==> config.mk <==
export PLATFORM = sky130hd
export DESIGN_NAME = counter_monitor_flat
export DESIGN_NICKNAME = d
export VERILOG_FILES = /design/src/rtl/counter_monitor_if.sv /design/src/rtl/counter_monitor.sv /design/src/flat_wrapper.sv
export SDC_FILE = /design/constraint.sdc
export NUM_CORES = 1
export LEC_CHECK = 0
export CAP_MARGIN = 20
export CORE_MARGIN = 2
export CORE_UTILIZATION = 35
export CTS_BUF_LIST = sky130_fd_sc_hd__clkbuf_8
export CTS_CLUSTER_SIZE = 24
export DETAILED_ROUTE_END_ITERATION = 12
export PLACE_DENSITY_LB_ADDON = 0.1
export SETUP_SLACK_MARGIN = 0.02
export SLEW_MARGIN = 30
export SYNTH_ARGS = -nofsm -noshare
export SYNTH_HDL_FRONTEND = slang
export SYNTH_SLANG_ARGS = --single-unit
==> constraint.sdc <==
create_clock -name clk -period 3.54 [get_ports clk]
set_input_delay 0.531 -clock clk [delete_from_list [all_inputs] [get_ports clk]]
set_output_delay 0.531 -clock clk [all_outputs]
set_load 0.02 [all_outputs]
==> src/rtl/counter_monitor_if.sv <==
// Observation bus between the up/down counter under test and counter_monitor.
// The harness drives the master side; the monitor implements the slave side.
interface counter_monitor_if #(
    parameter int WIDTH = 8
);
    logic             sample_en;
    logic [WIDTH-1:0] count_in;
    logic             err_clr;
    logic [1:0]       step;
    logic             step_vld;
    logic [1:0]       dir;
    logic [7:0]       run_len;
    logic             wrap_up;
    logic             wrap_dn;
    logic [7:0]       wrap_cnt;
    logic             err;

    modport master (
        output sample_en, count_in, err_clr,
        input  step, step_vld, dir, run_len, wrap_up, wrap_dn, wrap_cnt, err
    );

    modport slave (
        input  sample_en, count_in, err_clr,
        output step, step_vld, dir, run_len, wrap_up, wrap_dn, wrap_cnt, err
    );
endinterface

==> src/rtl/counter_monitor.sv <==
// Observer for an up/down counter: classifies each sample as hold/up/down/illegal.
// Wrap detection (wrap_up, wrap_dn, wrap_cnt) is built only when COUNTER_MONITOR_WRAP_EN is defined.
module counter_monitor #(
    parameter int WIDTH = 8
) (
    input  logic              clk,
    input  logic              rst,
    counter_monitor_if.slave  mon
);

    // Low two bits of each state are the externally visible dir code.
    typedef enum logic [2:0] {
        S_PRIME = 3'b000,
        S_HOLD  = 3'b001,
        S_UP    = 3'b010,
        S_DOWN  = 3'b011,
        S_FAULT = 3'b100
    } state_e;

    localparam logic [1:0] CLS_HOLD = 2'b00;
    localparam logic [1:0] CLS_UP   = 2'b01;
    localparam logic [1:0] CLS_DOWN = 2'b10;
    localparam logic [1:0] CLS_ILL  = 2'b11;

    localparam logic [WIDTH-1:0] ALL_ONES = {WIDTH{1'b1}};
    localparam logic [WIDTH-1:0] ALL_ZERO = {WIDTH{1'b0}};
    localparam logic [WIDTH-1:0] ONE      = {{(WIDTH-1){1'b0}}, 1'b1};

    state_e           state_q, state_d;
    logic [WIDTH-1:0] prev_q, prev_d;
    logic [1:0]       step_q, step_d;
    logic             step_vld_q, step_vld_d;
    logic [7:0]       run_len_q, run_len_d;
    logic             err_q, err_d;
    logic             first_q, first_d;

    logic [WIDTH-1:0] delta_s;
    logic [1:0]       cls_s;
    state_e           cls_state_s;
    logic             tracking_s;

    assign delta_s    = mon.count_in - prev_q;
    assign tracking_s = mon.sample_en &&
                        ((state_q == S_HOLD) || (state_q == S_UP) || (state_q == S_DOWN));

    // Map the modular delta to a step class and its tracking state.
    always_comb begin
        cls_s       = CLS_ILL;
        cls_state_s = S_FAULT;
        if (delta_s == ALL_ZERO) begin
            cls_s       = CLS_HOLD;
            cls_state_s = S_HOLD;
        end else if (delta_s == ONE) begin
            cls_s       = CLS_UP;
            cls_state_s = S_UP;
        end else if (delta_s == ALL_ONES) begin
            cls_s       = CLS_DOWN;
            cls_state_s = S_DOWN;
        end else begin
            cls_s       = CLS_ILL;
            cls_state_s = S_FAULT;
        end
    end

    // Next-state and next-output computation for the classifier FSM.
    always_comb begin
        state_d    = state_q;
        prev_d     = prev_q;
        step_d     = step_q;
        step_vld_d = 1'b0;
        run_len_d  = run_len_q;
        first_d    = first_q;
        // A simultaneous illegal step overrides the clear below.
        err_d      = mon.err_clr ? 1'b0 : err_q;

        if (mon.sample_en) begin
            case (state_q)
                S_PRIME, S_FAULT: begin
                    prev_d  = mon.count_in;
                    state_d = S_HOLD;
                    first_d = 1'b1;
                end
                S_HOLD, S_UP, S_DOWN: begin
                    prev_d     = mon.count_in;
                    step_d     = cls_s;
                    step_vld_d = 1'b1;
                    first_d    = 1'b0;
                    state_d    = cls_state_s;
                    if (cls_s == CLS_ILL) begin
                        err_d     = 1'b1;
                        run_len_d = 8'd0;
                    end else if (first_q || (cls_state_s != state_q)) begin
                        run_len_d = 8'd1;
                    end else if (run_len_q != 8'hFF) begin
                        run_len_d = run_len_q + 8'd1;
                    end else begin
                        run_len_d = run_len_q;
                    end
                end
                default: begin
                    state_d = S_PRIME;
                end
            endcase
        end else begin
            state_d = state_q;
        end
    end

    // Classifier FSM state and its registered outputs.
    always_ff @(posedge clk or posedge rst) begin
        if (rst) begin
            state_q    <= S_PRIME;
            prev_q     <= ALL_ZERO;
            step_q     <= 2'b00;
            step_vld_q <= 1'b0;
            run_len_q  <= 8'd0;
            err_q      <= 1'b0;
            first_q    <= 1'b0;
        end else begin
            state_q    <= state_d;
            prev_q     <= prev_d;
            step_q     <= step_d;
            step_vld_q <= step_vld_d;
            run_len_q  <= run_len_d;
            err_q      <= err_d;
            first_q    <= first_d;
        end
    end

    assign mon.step     = step_q;
    assign mon.step_vld = step_vld_q;
    assign mon.dir      = state_q[1:0];
    assign mon.run_len  = run_len_q;
    assign mon.err      = err_q;

`ifdef COUNTER_MONITOR_WRAP_EN
    logic       wrap_up_q, wrap_up_d;
    logic       wrap_dn_q, wrap_dn_d;
    logic [7:0] wrap_cnt_q, wrap_cnt_d;

    // Wrap events are only recognised on classified up/down steps.
    always_comb begin
        wrap_up_d  = 1'b0;
        wrap_dn_d  = 1'b0;
        wrap_cnt_d = wrap_cnt_q;
        if (tracking_s && (cls_s == CLS_UP) &&
            (prev_q == ALL_ONES) && (mon.count_in == ALL_ZERO)) begin
            wrap_up_d = 1'b1;
        end else if (tracking_s && (cls_s == CLS_DOWN) &&
                     (prev_q == ALL_ZERO) && (mon.count_in == ALL_ONES)) begin
            wrap_dn_d = 1'b1;
        end else begin
            wrap_up_d = 1'b0;
            wrap_dn_d = 1'b0;
        end
        if ((wrap_up_d || wrap_dn_d) && (wrap_cnt_q != 8'hFF)) begin
            wrap_cnt_d = wrap_cnt_q + 8'd1;
        end else begin
            wrap_cnt_d = wrap_cnt_q;
        end
    end

    // Wrap pulse and saturating wrap counter registers.
    always_ff @(posedge clk or posedge rst) begin
        if (rst) begin
            wrap_up_q  <= 1'b0;
            wrap_dn_q  <= 1'b0;
            wrap_cnt_q <= 8'd0;
        end else begin
            wrap_up_q  <= wrap_up_d;
            wrap_dn_q  <= wrap_dn_d;
            wrap_cnt_q <= wrap_cnt_d;
        end
    end

    assign mon.wrap_up  = wrap_up_q;
    assign mon.wrap_dn  = wrap_dn_q;
    assign mon.wrap_cnt = wrap_cnt_q;
`else
    assign mon.wrap_up  = 1'b0;
    assign mon.wrap_dn  = 1'b0;
    assign mon.wrap_cnt = 8'd0;
`endif

endmodule

==> src/flat_wrapper.sv <==
// flat-port wrapper written by rule: the top's interface ports become plain ports
module counter_monitor_flat 
#(
    parameter int WIDTH = 8
)
  (clk, rst, mon_sample_en, mon_count_in, mon_err_clr, mon_step, mon_step_vld, mon_dir, mon_run_len, mon_wrap_up, mon_wrap_dn, mon_wrap_cnt, mon_err);
  counter_monitor_if #(.WIDTH(WIDTH)) mon_i ();
  input  logic clk;
  input  logic rst;
  input wire logic [$bits(mon_i.sample_en)-1:0] mon_sample_en;
  input wire logic [$bits(mon_i.count_in)-1:0] mon_count_in;
  input wire logic [$bits(mon_i.err_clr)-1:0] mon_err_clr;
  output wire logic [$bits(mon_i.step)-1:0] mon_step;
  output wire logic [$bits(mon_i.step_vld)-1:0] mon_step_vld;
  output wire logic [$bits(mon_i.dir)-1:0] mon_dir;
  output wire logic [$bits(mon_i.run_len)-1:0] mon_run_len;
  output wire logic [$bits(mon_i.wrap_up)-1:0] mon_wrap_up;
  output wire logic [$bits(mon_i.wrap_dn)-1:0] mon_wrap_dn;
  output wire logic [$bits(mon_i.wrap_cnt)-1:0] mon_wrap_cnt;
  output wire logic [$bits(mon_i.err)-1:0] mon_err;
  assign mon_i.sample_en = mon_sample_en;
  assign mon_i.count_in = mon_count_in;
  assign mon_i.err_clr = mon_err_clr;
  assign mon_step = mon_i.step;
  assign mon_step_vld = mon_i.step_vld;
  assign mon_dir = mon_i.dir;
  assign mon_run_len = mon_i.run_len;
  assign mon_wrap_up = mon_i.wrap_up;
  assign mon_wrap_dn = mon_i.wrap_dn;
  assign mon_wrap_cnt = mon_i.wrap_cnt;
  assign mon_err = mon_i.err;
  counter_monitor #(.WIDTH(WIDTH)) u_core (.clk(clk), .rst(rst), .mon(mon_i));
endmodule
==> results.md, run 1 <==
- Minimum clock period: 3.31 ns
- GP Congestion: 0.835
- Total gr overflow: 0
- Yosys top cell area share: 35.1%
- Largest net degree at the start of global routing: 25
- Row count: 25
- GRT Total Usage: 14.6%
- Placeable Area: 0.00472 mm2
- CTS Root Cell: clkbuf_8
- Outcome: finished, final reports clean
- DP Worst Slack: -0.0636 ns
- Die W: 73.9 um
- CTS Buffer Depth: 2
- Hold-fix buffers, CTS: 0
- Final worst-path setup slack: 0.226 ns
- First-pass GRT wire length: 6.19 mm
- Peak Freq: 0.302 GHz
- Antenna viol nets, final: 0
- Post-synthesis async set-or-reset flop share: 100%
- Initial DRC Count: 65
- Top cell type by total area after synthesis: dfrtp_1
- Switching pwr: 378 uW
- Post-CTS sizing: 0
- Count leader, synth: dfrtp_1
- Vias per cell: 5.12
- Layout Cells excl Fill: 281
- Antenna violations before repair: 0
- Leak pwr: 0.000870 uW
- Final Setup Violations: 0
- Switching share of power: 35.8%
- Layout fillers: 469
- Top fanout value on the critical path: 3
- Post-Place Cells: 277
- Int Power: 677 uW
- Layout cells sized above 1: 12.6%
- Seq pwr share: 34.1%
- Drt drc: 0
- Setup TNS: 0 ns
- TritonRoute pass-1 iters: 4
- Clock network fraction of total power: 23.6%
- Post-CTS setup buffers: 0
- IO buf count: 25
- DRT Wirelength: 3.69 mm
- Startpoint class of the critical path: input pin
- CP endpoint kind: flip-flop
- Starting Density: 36.2%
- Clk_lat worst skew: 0.27 ns
- CTS clk-pin slew, worst paths: 0.09 ns
- Gate Count Post-Synth: 189
- Fin. Hold Viols: 0
- Finished layout cell area: 0.00207 mm2
- H-Tree Depth: 1
- Die span in y: 73.9 um
- Max Cap Violations: 0
- RSZ-0062 raised after global routing: false
- Power density over the cells: 509 mW/mm2
- Final nets: 237
- CP required: 3.75 ns
- Vias: 1438
- Synth top cells by count: 24 x dfrtp_1, 16 x o21ai_0, 15 x inv_1
- Power share of the combinational group: 42.3%
- Worst EP arrival: 3.53 ns
- Seq/Total Area, Yosys: 35.1%
- Syn Std Cell Area: 0.00171 mm2
- WL/cell: 13.1 um
- Avg Synthesized Cell Area: 9.06 um2
- Antenna fix cells: 0
- Yosys warnings: 0
- Clk sinks: 24
- Die footprint: 0.00547 mm2
- Area after DPL: 0.00200 mm2
- Worst hold path type: reg -> reg
- TritonCTS clock tree: yes
- Prevailing post-synth register cell: dfrtp_1
- Peak VDD IR: 0.233 mV
- Critical setup path kind: in -> reg
- TritonCTS buffer count: 3
- EDFF count, synth: 0
- Area grow syn2layout: 21.1%
- Slew Limit Fails: 0
- FF+latch count, synth: 24
- Synth top area cells: dfrtp_1 35%, ha_1 6.6%, buf_4 5.3%, mux2_2 5.3%, o21ai_0 4.7%
- Number of global-route vias before repair: 1287
- Relative slew slack: 38.8%
- Library cells used by synthesis: 54
- Worst-margin pin slew: 0.911 ns
- Clk_skew: 0.00181 ns
- DP HPWL: 2.79 mm
- Ports: 36
- Tcrit/Tclk final: 93.6%
final timing paths:
path	cells after the start	slack, ns	start	to
worst max-delay path	13	0.23	mon_count_in[0]	u_core.mon.run_len[1]
worst min-delay path	2	0.49	u_core.mon.step[1]	u_core.mon.step[1]
worst max register to register	11	0.57	u_core.prev_q[0]	u_core.mon.run_len[1]
worst min register to register	2	0.49	u_core.mon.step[1]	u_core.mon.step[1]
max in group asynchronous	2	2.59	rst	u_core.prev_q[3]
min in group asynchronous	2	0.60	rst	u_core.mon.step[0]
kinds of logic (layout without fill, tap and decap cells):
family                     Yosys count  count (layout)  share of synthesized area (%)
AOI/OAI and AO/OA                   51              51                           20.7
xor gates and xnor gates             5               5                           2.56
adders and majority gates           10              10                           7.75
buffers and inverters               33              49                           9.87
DFF                                 24              24                           35.1
muxes                                8               8                           5.26
other                                1              10                          0.219
and+or+nand+nor                     57              57                           18.6
layout make-up:
type	instances	area, um2	share of cell area [%]
Sequential cell	24	601	29.0
Timing Repair Buffer	29	280	13.5
Clock inverter	1	30.0	1.45
Inverter	16	60.1	2.90
Multi-Input combinational cell	141	976	47.1
Tap cell	67	83.8	4.05
Clock buffer	3	41.3	1.99
metrics by stage:
step / util [%] / hold slack, ns / power, uW
floorplan: - / 0.479 / 689
global placement: 42.4 / 0.463 / 803
detailed placement: 42.4 / 0.480 / 808
CTS: 43.9 / 0.503 / 1060
global route: 43.9 / 0.531 / 1140
finish: 43.9 / 0.488 / 1050
routing by layer:
layer	global-route usage, %	vias up	wire [um]
li1	-	715	-
met1	22.2	681	1900
met2	21.4	38	1640
met3	2.03	4	114
met4	4.24	0	40
met5	0	-	0
registers in the layout (all words and copies together) (netlist names):
| name | cells |
|---|---|
| u_core.mon.run_len | 8 |
| u_core.prev_q | 8 |
| u_core.state_q | 3 |
| u_core.mon.step | 2 |
| u_core.first_q | 1 |
| u_core.mon.err | 1 |
| u_core.mon.step_vld | 1 |
cells in the final DEF, fill, tap and decap left out, types with 2 or more instances in the layout:
| cell | synthesis | layout |
|---|---|---|
| a21oi_1 | 5 | 5 |
| a22oi_1 | 3 | 3 |
| and3_1 | 2 | 2 |
| buf_4 | 12 | 4 |
| clkbuf_8 | 0 | 3 |
| clkdlybuf4s50_1 | 0 | 25 |
| conb_1 | 1 | 10 |
| dfrtp_1 | 24 | 24 |
| ha_1 | 9 | 9 |
| inv_1 | 15 | 14 |
| mux2_2 | 8 | 8 |
| nand2_1 | 12 | 12 |
| nand3_1 | 6 | 6 |
| nor2_1 | 7 | 7 |
| nor2b_1 | 3 | 3 |
| nor3_1 | 4 | 4 |
| nor3b_1 | 2 | 2 |
| nor4_1 | 6 | 6 |
| o2111ai_1 | 2 | 2 |
| o211a_1 | 2 | 2 |
| o21a_1 | 4 | 4 |
| o21ai_0 | 16 | 16 |
| o21ai_1 | 2 | 2 |
| o221ai_1 | 2 | 2 |
| or2_2 | 4 | 4 |
| or3_1 | 2 | 2 |
| xnor2_1 | 2 | 2 |
| xor2_1 | 3 | 3 |
power groups by stage:
stage	sequential (uW)	clock [uW]	combinational [uW]
final	359	249	447
after floorplan	378	0	311
after detailed placement	365	0	443
after global placement	362	0	441
after CTS	360	259	446
after global routing	368	269	498
worst max-delay path, cell delays in order:
cell	delay, ns
clkdlybuf4s50_1	0.40
inv_1	0.08
ha_1	0.16
inv_1	0.05
fa_1	0.40
a211oi_2	0.27
or2_2	0.19
a311oi_1	0.10
nor4_1	0.25
or4b_1	0.49
a21o_1	0.19
or3_1	0.35
nand3_1	0.09
Power figures use the tool's default switching activity.
==> inputs of run 2 (changes only) <==
Settings changed: CORE_MARGIN 2 to 4.
==> run 2 against run 1 <==
Clock skew rose by 0.0012 ns. Design area stayed put. Clock power hardly changed. Flip-flop and latch count stayed put. Die area grew 11%. Worst hold slack worse by 0.0031 ns. Global-route usage fell by 1.2 points. Critical path depth stayed put. Sequential share of layout area stayed put. Sequential power about the same. Critical endpoint unchanged.
==> results.md, run 2 (synthesis gave the netlist of run 1 again) <==
- Outcome: finished, final reports clean
- Clk_lat worst skew: 0.27 ns
- Initial DRC Count: 33
- Vias per cell: 5.11
- Startpoint class of the critical path: input pin
- Row count: 25
- CTS Buffer Depth: 2
- Leak pwr: 0.000870 uW
- Cell Chain, Critical Path: clkdlybuf4s50_1, inv_1, ha_1, inv_1, fa_1, a211oi_2, or2_2, a311oi_1, nor4_1, or4b_1, a21o_1, or3_1, nand3_1
- Fin. Hold Viols: 0
- Slowest stage cell on the critical path: or4b_1
- Die span in y: 77.9 um
- Worst Hold Depth: 2
- Minimum clock period: 3.22 ns
- GP Congestion: 0.766
- Number of global-route vias before repair: 1401
- Placeable Area: 0.00472 mm2
- Hold_sp: u_core.mon.step[1]
- WL/cell: 13.6 um
- Cell family with most CP delay: simple AND/OR/NAND/NOR gates
- Clk sinks: 24
- RSZ-0062 raised after global routing: false
- Ports: 36
- GRT Total Usage: 13.3%
- Worst hold path type: reg -> reg
- Layout fillers: 471
- Slew Limit Fails: 0
- TritonRoute pass-1 iters: 4
- Antenna fix cells: 0
- IO buf count: 25
- CP max stage delay: 0.48 ns
- RR Endpoint: u_core.mon.run_len[1]
- Worst-margin pin slew: 0.912 ns
- Highest-count cells in the layout ignoring fill and taps: 25 x clkdlybuf4s50_1, 24 x dfrtp_1, 16 x o21ai_0, 14 x inv_1, 12 x nand2_1
- First-pass GRT wire length: 6.59 mm
- Final Setup Violations: 0
- Reg-to-reg setup timing slack: 0.66 ns
- Hold-fix buffers, CTS: 0
- Most common cell after layout, fill and taps aside: clkdlybuf4s50_1
- Vias: 1437
- Critical Path End: u_core.mon.run_len[1]
- TritonCTS buffer count: 3
- Worst EP arrival: 3.43 ns
- DRT Wirelength: 3.82 mm
- Power density over the cells: 508 mW/mm2
- H-Tree Depth: 1
- Antenna violations before repair: 0
- Peak VDD IR: 0.217 mV
- Area grow syn2layout: 21.1%
- WP depth: 13
- Tcrit/Tclk final: 90.9%
- Post-CTS setup buffers: 0
- Worst r2r src: u_core.prev_q[0]
- Worst path bufs/invs: 3
- Crit-path most repeated cell: inv_1
- Final core utilization: 43.9%
- CP endpoint kind: flip-flop
- Die W: 77.9 um
- Largest net degree at the start of global routing: 25
- Die footprint: 0.00607 mm2
- Post-CTS sizing: 0
- Drt drc: 0
- CTS clk-pin slew, worst paths: 0.09 ns
- Critical setup path kind: in -> reg
- Max Cap Violations: 0
- CTS Root Cell: clkbuf_8
- Total gr overflow: 0
- Relative slew slack: 38.8%
- Layout cells sized above 1: 12.6%
- Top fanout value on the critical path: 3
- Setup TNS: 0 ns
- CP required: 3.76 ns
- TritonCTS clock tree: yes
- Final nets: 237
- Starting Density: 36.2%
- DP HPWL: 2.88 mm
- Peak Freq: 0.311 GHz
- Antenna viol nets, final: 0
- Critical Path Start: mon_count_in[0]
- Reg2reg path depth: 11
- Clk_skew: 0.00304 ns
==> run 2: cell counts in the layout (fill, tap and decap cells not counted) <==
Identical to the previous run, type by type.
==> run 2: worst min-delay path by stage <==
stage,endpoint,slack (ns)
2_1_floorplan,u_core.prev_q[0],0.48
3_3_place_gp,u_core.mon.step[1],0.46
3_5_place_dp,u_core.mon.step[1],0.48
4_1_cts,u_core.mon.step[1],0.50
5_1_grt,u_core.prev_q[3],0.54
6_report,u_core.mon.step[1],0.49
==> run 2: metrics by stage <==
stage	cell area (um2)	total power [uW]	std cells	setup WS (ns)	hold WS (ns)
6_report	2070	1050	281	0.322	0.485
5_1_grt	2070	1130	281	0.102	0.538
4_1_cts	2070	1070	281	0.321	0.499
3_5_place_dp	2000	810	277	0.0351	0.476
3_3_place_gp	2000	803	277	0.0592	0.464
2_1_floorplan	1750	689	198	0.513	0.479
==> run 2: layout make-up <==
type | count | area (um2) | share of cell area [%]
clock buffers | 3 | 41.3 | 1.99
clock inverters | 1 | 30.0 | 1.45
inverters | 16 | 60.1 | 2.90
multi-input cells | 141 | 976 | 47.1
flip-flops and latches | 24 | 601 | 29.0
well taps | 67 | 83.8 | 4.05
repair buffers | 29 | 280 | 13.5
==> run 2: worst min-delay path, cell delays in order, from the launching register on <==
cell and delay, ns:
dfrtp_1 0.35, nand2_1 0.04, o21ai_0 0.06
==> run 2: per-layer routing <==
metal / vias to the layer above / wire (um) / global-route usage (%)
met5: - / 0 / 0
met4: 0 / 40 / 3.67
met3: 5 / 174 / 2.78
met2: 33 / 1710 / 21.1
met1: 686 / 1900 / 18.3
li1: 713 / - / -
==> run 2: power by group <==
part           total, uW  internal, uW  switching [uW]  leakage (uW)
Sequential           359           322            36.6      0.000299
Clock                249           151            97.6     0.0000357
Combinational        445           203             242      0.000535
Total               1050           677             376      0.000870
==> inputs of run 3 (changes only) <==
Settings changed: CTS_BUF_LIST sky130_fd_sc_hd__clkbuf_8 to not set, CTS_CLUSTER_DIAMETER set to 200.
==> results of run 3 <==
No change in the layout: final DEF, timing and power equal those of run 2.
